--- src/rtl/ecg_synth_if.sv ---
// Purpose : control/sample bundle between the ECG synthesiser and its user.
// Ports   : enable/bpm_set/bpm_load in; bpm_ack/busy/Xout/beat_start/r_peak/rr_cycles out.
// master = rate/enable driver (e.g. self-test controller), slave = ecg_synth.
interface ecg_synth_if;
    logic              enable;
    logic [7:0]        bpm_set;
    logic              bpm_load;
    logic              bpm_ack;
    logic              busy;
    logic signed [7:0] Xout;
    logic              beat_start;
    logic              r_peak;
    logic [31:0]       rr_cycles;

    modport master (
        output enable, bpm_set, bpm_load,
        input  bpm_ack, busy, Xout, beat_start, r_peak, rr_cycles
    );

    modport slave (
        input  enable, bpm_set, bpm_load,
        output bpm_ack, busy, Xout, beat_start, r_peak, rr_cycles
    );
endinterface

--- src/rtl/ecg_synth.sv ---
// Purpose : synthetic P-QRS-T ECG source, one registered sample per clk at a programmable bpm.
// Latency : Xout/beat_start/r_peak registered, 1 cycle after the beat index; bpm_load -> period 33 cycles + next wrap.
// Backpressure: none on samples; bpm_load is dropped (no ack) while the period divider is busy.
// Ports   : clk, rst (sync, active-high); bus = ecg_synth_if.slave (enable, bpm_set, bpm_load,
//           bpm_ack, busy, Xout, beat_start, r_peak, rr_cycles).
// Option  : define NOISE_EN to add LFSR dither (-3..+3, saturating) to the template in RUN.
module ecg_synth #(
    parameter int unsigned CLK_FREQ    = 200,
    parameter int unsigned BPM_MIN     = 30,
    parameter int unsigned BPM_MAX     = 180,
    parameter int unsigned BPM_DEFAULT = 60
) (
    input  logic        clk,
    input  logic        rst,
    ecg_synth_if.slave  bus
);
    localparam logic [31:0] NUMER    = 32'(CLK_FREQ * 60);
    localparam logic [31:0] RR_RESET = 32'(CLK_FREQ * 60 / BPM_DEFAULT);
    localparam logic [7:0]  BMIN     = 8'(BPM_MIN);
    localparam logic [7:0]  BMAX     = 8'(BPM_MAX);

    typedef enum logic {IDLE, RUN} state_t;

    state_t            state_q, state_d;
    logic [31:0]       n_q, n_d;
    logic [31:0]       rr_q, rr_d;
    logic [31:0]       pend_q, pend_d;
    logic              pend_vld_q, pend_vld_d;
    logic signed [7:0] xout_q, xout_d;
    logic              beat_q, beat_d;
    logic              rpk_q, rpk_d;

    logic              busy_q, busy_d;
    logic [4:0]        cnt_q, cnt_d;
    logic [7:0]        dvsr_q, dvsr_d;
    logic [31:0]       quo_q, quo_d;
    logic [31:0]       rem_q, rem_d;
    logic [32:0]       rem_sh;
    logic              accept;
    logic              div_done;
    logic              wrap;
    logic signed [7:0] tmpl_v;
    logic signed [7:0] samp_v;

    // Beat template; everything outside the listed indices (and n >= 60) is baseline.
    function automatic logic signed [7:0] tmpl(input logic [31:0] n);
        logic signed [7:0] v;
        v = '0;
        if (n < 32'd60) begin
            case (n[5:0])
                6'd0,  6'd10, 6'd40, 6'd58: v = 8'sd2;
                6'd1,  6'd9,  6'd41, 6'd57: v = 8'sd4;
                6'd2,  6'd8,  6'd42, 6'd56: v = 8'sd6;
                6'd3,  6'd7,  6'd43, 6'd55: v = 8'sd8;
                6'd4,  6'd6,  6'd44, 6'd54: v = 8'sd10;
                6'd5,  6'd45, 6'd53:        v = 8'sd12;
                6'd46, 6'd52:               v = 8'sd14;
                6'd47, 6'd51:               v = 8'sd16;
                6'd48, 6'd50:               v = 8'sd18;
                6'd49:                      v = 8'sd20;
                6'd18, 6'd24:               v = 8'sd24;
                6'd19, 6'd23:               v = 8'sd48;
                6'd20, 6'd22:               v = 8'sd72;
                6'd21:                      v = 8'sd96;
                6'd26, 6'd28:               v = -8'sd12;
                6'd27:                      v = -8'sd24;
                default:                    v = '0;
            endcase
        end
        return v;
    endfunction

    function automatic logic [7:0] clamp_bpm(input logic [7:0] b);
        if (b < BMIN) return BMIN;
        if (b > BMAX) return BMAX;
        return b;
    endfunction

    assign tmpl_v = tmpl(n_q);

`ifdef NOISE_EN
    logic [15:0]       lfsr_q, lfsr_d;
    logic signed [3:0] noise;
    logic signed [9:0] sum;

    always_comb begin
        lfsr_d = lfsr_q;
        if (state_q == RUN) begin
            lfsr_d = {lfsr_q[14:0], lfsr_q[15] ^ lfsr_q[13] ^ lfsr_q[12] ^ lfsr_q[10]};
        end
        // 0..6 -> -3..+3; 7 folds onto zero so the dither stays symmetric
        noise = (lfsr_q[2:0] == 3'd7) ? 4'sd0 : ($signed({1'b0, lfsr_q[2:0]}) - 4'sd3);
        sum   = $signed({{2{tmpl_v[7]}}, tmpl_v}) + $signed({{6{noise[3]}}, noise});
        if (sum > 10'sd127) begin
            samp_v = 8'sd127;
        end else if (sum < -10'sd128) begin
            samp_v = -8'sd128;
        end else begin
            samp_v = sum[7:0];
        end
    end

    always_ff @(posedge clk) begin
        if (rst) lfsr_q <= 16'hACE1;
        else     lfsr_q <= lfsr_d;
    end
`else
    assign samp_v = tmpl_v;
`endif

    // Restoring divider: one quotient bit per cycle, 32 cycles, NUMER / clamped bpm.
    always_comb begin
        busy_d   = busy_q;
        cnt_d    = cnt_q;
        dvsr_d   = dvsr_q;
        quo_d    = quo_q;
        rem_d    = rem_q;
        div_done = 1'b0;
        accept   = bus.bpm_load && !busy_q;
        rem_sh   = {rem_q, quo_q[31]};
        if (accept) begin
            busy_d = 1'b1;
            cnt_d  = '0;
            dvsr_d = clamp_bpm(bus.bpm_set);
            quo_d  = NUMER;
            rem_d  = '0;
        end else if (busy_q) begin
            if (rem_sh >= {25'd0, dvsr_q}) begin
                rem_d = 32'(rem_sh - {25'd0, dvsr_q});
                quo_d = {quo_q[30:0], 1'b1};
            end else begin
                rem_d = rem_sh[31:0];
                quo_d = {quo_q[30:0], 1'b0};
            end
            cnt_d = cnt_q + 5'd1;
            if (cnt_q == 5'd31) begin
                busy_d   = 1'b0;
                div_done = 1'b1;
            end
        end
    end

    // Beat sequencer; a new period only takes effect at a beat boundary or while idle.
    always_comb begin
        state_d    = state_q;
        n_d        = n_q;
        rr_d       = rr_q;
        pend_d     = pend_q;
        pend_vld_d = pend_vld_q;
        xout_d     = '0;
        beat_d     = 1'b0;
        rpk_d      = 1'b0;
        wrap       = (n_q == rr_q - 32'd1);
        case (state_q)
            IDLE: begin
                n_d = '0;
                if (pend_vld_q) begin
                    rr_d       = pend_q;
                    pend_vld_d = 1'b0;
                end
                if (bus.enable) state_d = RUN;
            end
            RUN: begin
                if (!bus.enable) begin
                    state_d = IDLE;
                    n_d     = '0;
                end else begin
                    xout_d = samp_v;
                    beat_d = (n_q == 32'd0);
                    rpk_d  = (n_q == 32'd21);
                    if (wrap) begin
                        n_d = '0;
                        if (pend_vld_q) begin
                            rr_d       = pend_q;
                            pend_vld_d = 1'b0;
                        end
                    end else begin
                        n_d = n_q + 32'd1;
                    end
                end
            end
            default: state_d = IDLE;
        endcase
        // A fresh quotient always wins over an older unapplied one.
        if (div_done) begin
            pend_d     = quo_d;
            pend_vld_d = 1'b1;
        end
    end

    always_ff @(posedge clk) begin
        if (rst) begin
            state_q    <= IDLE;
            n_q        <= '0;
            rr_q       <= RR_RESET;
            pend_q     <= '0;
            pend_vld_q <= 1'b0;
            xout_q     <= '0;
            beat_q     <= 1'b0;
            rpk_q      <= 1'b0;
            busy_q     <= 1'b0;
            cnt_q      <= '0;
            dvsr_q     <= '0;
            quo_q      <= '0;
            rem_q      <= '0;
        end else begin
            state_q    <= state_d;
            n_q        <= n_d;
            rr_q       <= rr_d;
            pend_q     <= pend_d;
            pend_vld_q <= pend_vld_d;
            xout_q     <= xout_d;
            beat_q     <= beat_d;
            rpk_q      <= rpk_d;
            busy_q     <= busy_d;
            cnt_q      <= cnt_d;
            dvsr_q     <= dvsr_d;
            quo_q      <= quo_d;
            rem_q      <= rem_d;
        end
    end

    assign bus.bpm_ack    = accept && !rst;
    assign bus.busy       = busy_q;
    assign bus.Xout       = xout_q;
    assign bus.beat_start = beat_q;
    assign bus.r_peak     = rpk_q;
    assign bus.rr_cycles  = rr_q;
endmodule

--- src/flat_wrapper.sv ---
// flat-port wrapper written by rule: the top's interface ports become plain ports
module ecg_synth_flat 
#(
    parameter int unsigned CLK_FREQ    = 200,
    parameter int unsigned BPM_MIN     = 30,
    parameter int unsigned BPM_MAX     = 180,
    parameter int unsigned BPM_DEFAULT = 60
)
  (clk, rst, bus_enable, bus_bpm_set, bus_bpm_load, bus_bpm_ack, bus_busy, bus_Xout, bus_beat_start, bus_r_peak, bus_rr_cycles);
  ecg_synth_if bus_i ();
  input  logic clk;
  input  logic rst;
  input wire logic [$bits(bus_i.enable)-1:0] bus_enable;
  input wire logic [$bits(bus_i.bpm_set)-1:0] bus_bpm_set;
  input wire logic [$bits(bus_i.bpm_load)-1:0] bus_bpm_load;
  output wire logic [$bits(bus_i.bpm_ack)-1:0] bus_bpm_ack;
  output wire logic [$bits(bus_i.busy)-1:0] bus_busy;
  output wire logic [$bits(bus_i.Xout)-1:0] bus_Xout;
  output wire logic [$bits(bus_i.beat_start)-1:0] bus_beat_start;
  output wire logic [$bits(bus_i.r_peak)-1:0] bus_r_peak;
  output wire logic [$bits(bus_i.rr_cycles)-1:0] bus_rr_cycles;
  assign bus_i.enable = bus_enable;
  assign bus_i.bpm_set = bus_bpm_set;
  assign bus_i.bpm_load = bus_bpm_load;
  assign bus_bpm_ack = bus_i.bpm_ack;
  assign bus_busy = bus_i.busy;
  assign bus_Xout = bus_i.Xout;
  assign bus_beat_start = bus_i.beat_start;
  assign bus_r_peak = bus_i.r_peak;
  assign bus_rr_cycles = bus_i.rr_cycles;
  ecg_synth #(.CLK_FREQ(CLK_FREQ), .BPM_MIN(BPM_MIN), .BPM_MAX(BPM_MAX), .BPM_DEFAULT(BPM_DEFAULT)) u_core (.clk(clk), .rst(rst), .bus(bus_i));
endmodule
--- config.mk ---
export PLATFORM = sky130hd
export DESIGN_NAME = ecg_synth_flat
export DESIGN_NICKNAME = d
export VERILOG_FILES = /design/src/rtl/ecg_synth_if.sv /design/src/rtl/ecg_synth.sv /design/src/flat_wrapper.sv
export SDC_FILE = /design/constraint.sdc
export NUM_CORES = 1
export LEC_CHECK = 0
export CORE_ASPECT_RATIO = 0.6
export CORE_MARGIN = 2
export CORE_UTILIZATION = 54
export DETAILED_ROUTE_END_ITERATION = 7
export PLACE_DENSITY = 0.76
export SLEW_MARGIN = 20
export SYNTH_ARGS = -nofsm -noshare
export SYNTH_HDL_FRONTEND = slang
export SYNTH_SLANG_ARGS = --single-unit
--- constraint.sdc ---
create_clock -name clk -period 2.8 [get_ports clk]
set_clock_uncertainty 0.05 [all_clocks]
set_input_delay 0.84 -clock clk [delete_from_list [all_inputs] [get_ports clk]]
set_output_delay 0.84 -clock clk [all_outputs]
set_load 0.03 [all_outputs]
==> flow_metrics.env <==
export IMPL_finalWeightedCongestion=0.9678
export IMPL_ios=56
export IMPL_r2r_cells=11
export IMPL_cpPeakStageDelay_ps=680
export IMPL_clock_sinks=185
export IMPL_fin_crit_ps=3142
export IMPL_antenna_found_initial=0
export IMPL_num_vias=8782
export IMPL_grt_pass1_vias=7566
export IMPL_grtUsageTotal_pct=26.74
export IMPL_synth_edf_count=0
export IMPL_fp_dieH_um=105.5
export IMPL_vias_per_cell=5.862
export IMPL_cap_violations=0
export IMPL_mostFrequentLayoutCell="dfxtp_1"
export IMPL_period_share_pct=112.2
export IMPL_max_slew_margin_rel_pct=50.65
export IMPL_nets=1282
export IMPL_p_leak_nw=4.519
export IMPL_synth_area_um2=9263
export IMPL_setup_ws_ps=-342.1
export IMPL_sequentialPowerShare_pct=45.0
export IMPL_syn_num_nets=1154
export IMPL_fin_setup_tns_ps=-19240
export IMPL_die_area_um2=18250
export IMPL_cts_buffer_depth=2
export IMPL_cp_depth=11
export IMPL_gr_total_overflow=0
export IMPL_synthXorXnorAreaFrac_pct=9.550
export IMPL_syn_to_final_growth_pct=29.31
export IMPL_power_density_nw_per_um2=508.9
export IMPL_cp_cell_sequence="or4_1 > nor4_2 > xnor2_1 > o21ai_1 > nand3_1 > a2111oi_4 > buf_4 > nand2_4 > nand3_4 > clkbuf_16 > nor2_1"
export IMPL_whs_ps=410.8
export IMPL_rsz0062_at_grt="true"
export IMPL_n_antenna_cell=0
export IMPL_start_kind="flip-flop"
export IMPL_synth_adder_area_share_pct=2.648
export IMPL_routed_wl_um=25850
export IMPL_grt_pass1_wl_um=39620
export IMPL_critical_path_required_ps=3080
export IMPL_drive_above_1_share_pct=21.36
export IMPL_cp_data_arrival_time_ps=3420
export IMPL_path_buf_inv=2
export IMPL_clkPwrFrac_pct=38.5
export IMPL_crit_family="simple AND/OR/NAND/NOR gates"
export IMPL_hold_viol_final=0
export IMPL_final_cell_mix="dfxtp_1, nor2_1, buf_4, nand2_1, a21oi_1"
export IMPL_finalSetupViolations=65
export IMPL_clk_pin_slew_worst_paths_ps=70
export IMPL_synth_top_family_by_area="simple AND/OR/NAND/NOR gates"
export IMPL_synth_compound_area_share_pct=14.72
export IMPL_synthArstFlopShare_pct=0
export IMPL_power_switching_mw=1.743
export IMPL_wl_per_cell_um=17.25
export IMPL_cp_end_kind="flip-flop"
export IMPL_core_area_um2=16940
export IMPL_route_detailed_drc=0
export IMPL_finalPower_mw=6.096
export IMPL_die_x_um=173.1
export IMPL_dr_pass1_iters=5
export IMPL_synth_seq_cells=185
export IMPL_postRouteAntennaNets=0
export IMPL_status="finished, violations left"
export IMPL_p_int_mw=4.352
export IMPL_htree_num_levels=4
export IMPL_seq_area_frac_synth_pct=39.98
export IMPL_hpwl_um=17020
export IMPL_grt_max_degree=74
export IMPL_hold_depth=2
export IMPL_syn_inst=1123
export IMPL_cts_hold_fix_buffers=0
export IMPL_cts_inserted_buffers=17
export IMPL_synth_simple_area_share_pct=23.83
export IMPL_slew_viol_final=0
export IMPL_root_buffer="clkbuf_16"
export IMPL_synth_top_cell_area_share_pct=39.98
export IMPL_rows=37
export IMPL_ys_flop_type="dfxtp_1"
export IMPL_synth_area_leaders="dfxtp_1, nor2_1, xnor2_1"
export IMPL_clock_latency_ps=440
export IMPL_netSwitchingFraction_pct=28.60
export IMPL_combPwrFrac_pct=16.5
export IMPL_min_path_type="flip-flop to flip-flop"
export IMPL_avgSynthCellArea_um2=8.248
export IMPL_port_buffers=54
export IMPL_slowest_stage="or4_1"
export IMPL_yosysTopAreaCell="dfxtp_1"
export IMPL_dr_first_iter_drc_count=1146
export IMPL_ir_drop_v=0.0004067
export IMPL_start_util_pct=54.67
export IMPL_tritoncts="done"
export IMPL_worst_pin_slew_ps=740.2
export IMPL_failed_checks="negative setup slack"
export IMPL_synth_cell_types=69
export IMPL_ys_warn_count=0
export IMPL_synthMuxAreaShare_pct=4.215
export IMPL_fmax_ghz=0.3183
export IMPL_path_class="flip-flop to flip-flop"
export IMPL_crit_fanout=8
## cells in the mapped netlist, types with 10 or more instances
library cell and instances:
a211oi_1 20, mux2i_1 39, nand3_1 23, a21oi_1 76
or3_1 10, inv_1 28, or4_1 10, a22oi_1 23
clkbuf_1 60, xnor2_1 59, nand4_1 21, ha_1 18
nand2_1 114, nor3_1 36, o21ai_0 48, dfxtp_1 185
xor2_1 42, nor2_1 159, nor4_1 16
## per-layer routing
metal / track usage (%) / wire length (um)
met2: 37.80 / 10960
met1: 40.99 / 12350
met5: 0 / 0
met3: 6.385 / 2321
met4: 5.327 / 207
## area by class of cell
type	count	area, um2
flip-flops and latches	185	3724
multi-input cells	829	5545
inverters	29	108.9
clock inverters	14	131.4
repair buffers	189	1737
well taps	234	292.8
fillers	1312	4966
clock buffers	18	439.2
## worst reg2reg max path, delay by kind of cell (launching register included)
family                 cells  cell delay, ps
AND/OR/NAND/NOR            6            1460
flip-flops                 1             340
buffers and inverters      2             430
AO/OA/AOI/OAI              2             610
XOR/XNOR                   1             160
## timing repair
action,in CTS,in global routing
pin swaps,4,49
setup endpoints to repair,84,96
buffers inserted,0,6
resized for setup,10,102
cloned,0,8
## through the flow
stage	cells	util, %	cell area, um2	setup slack [ps]
2_1_floorplan	1123	-	9340	-221.7
3_3_place_gp	1452	63.62	10780	-232.5
3_5_place_dp	1452	63.62	10780	-305.2
4_1_cts	1484	67.21	11390	-328.5
5_1_grt	1498	70.69	11980	-460.2
6_report	1498	70.69	11980	-342.1
## final timing paths
kind,start,end,slack (ps)
hold reg to reg,u_core.pend_q[3],u_core.pend_q[3],410
setup reg to reg,u_core.bus.rr_cycles[15],u_core.n_q[21],-340
hold / removal,u_core.pend_q[3],u_core.pend_q[3],410
setup / recovery,u_core.bus.rr_cycles[15],u_core.n_q[21],-340
## kinds of logic (layout without fill, tap and decap cells)
family	count (synthesis)	count (layout)
and+or+nand+nor	453	453
DFF	185	185
other	1	1
adders and majority gates	19	19
muxes	39	39
xor gates and xnor gates	101	101
AOI/OAI and AO/OA	216	216
buffers and inverters	109	250
## registers in the layout (all words and copies together), names as in the netlist
name and cells:
u_core.bus.rr_cycles 32, u_core.dvsr_q 8, u_core.quo_q 32, u_core.n_q 32
u_core.pend_q 32, u_core.bus.r_peak 1, u_core.bus.busy 1, u_core.cnt_q 5
u_core.bus.Xout 7, u_core.rem_q 32, u_core.pend_vld_q 1, u_core.state_q 1
u_core.bus.beat_start 1
## power by group through the flow
stage | combinational, mW | sequential (mW) | clock, mW
floorplan | 0.589 | 2.79 | 0
global placement | 0.800 | 2.79 | 0
detailed placement | 0.817 | 2.80 | 0
CTS | 0.841 | 2.74 | 2.37
global route | 1.09 | 2.75 | 2.49
finish | 1.01 | 2.74 | 2.35
Power figures use the tool's default switching activity.
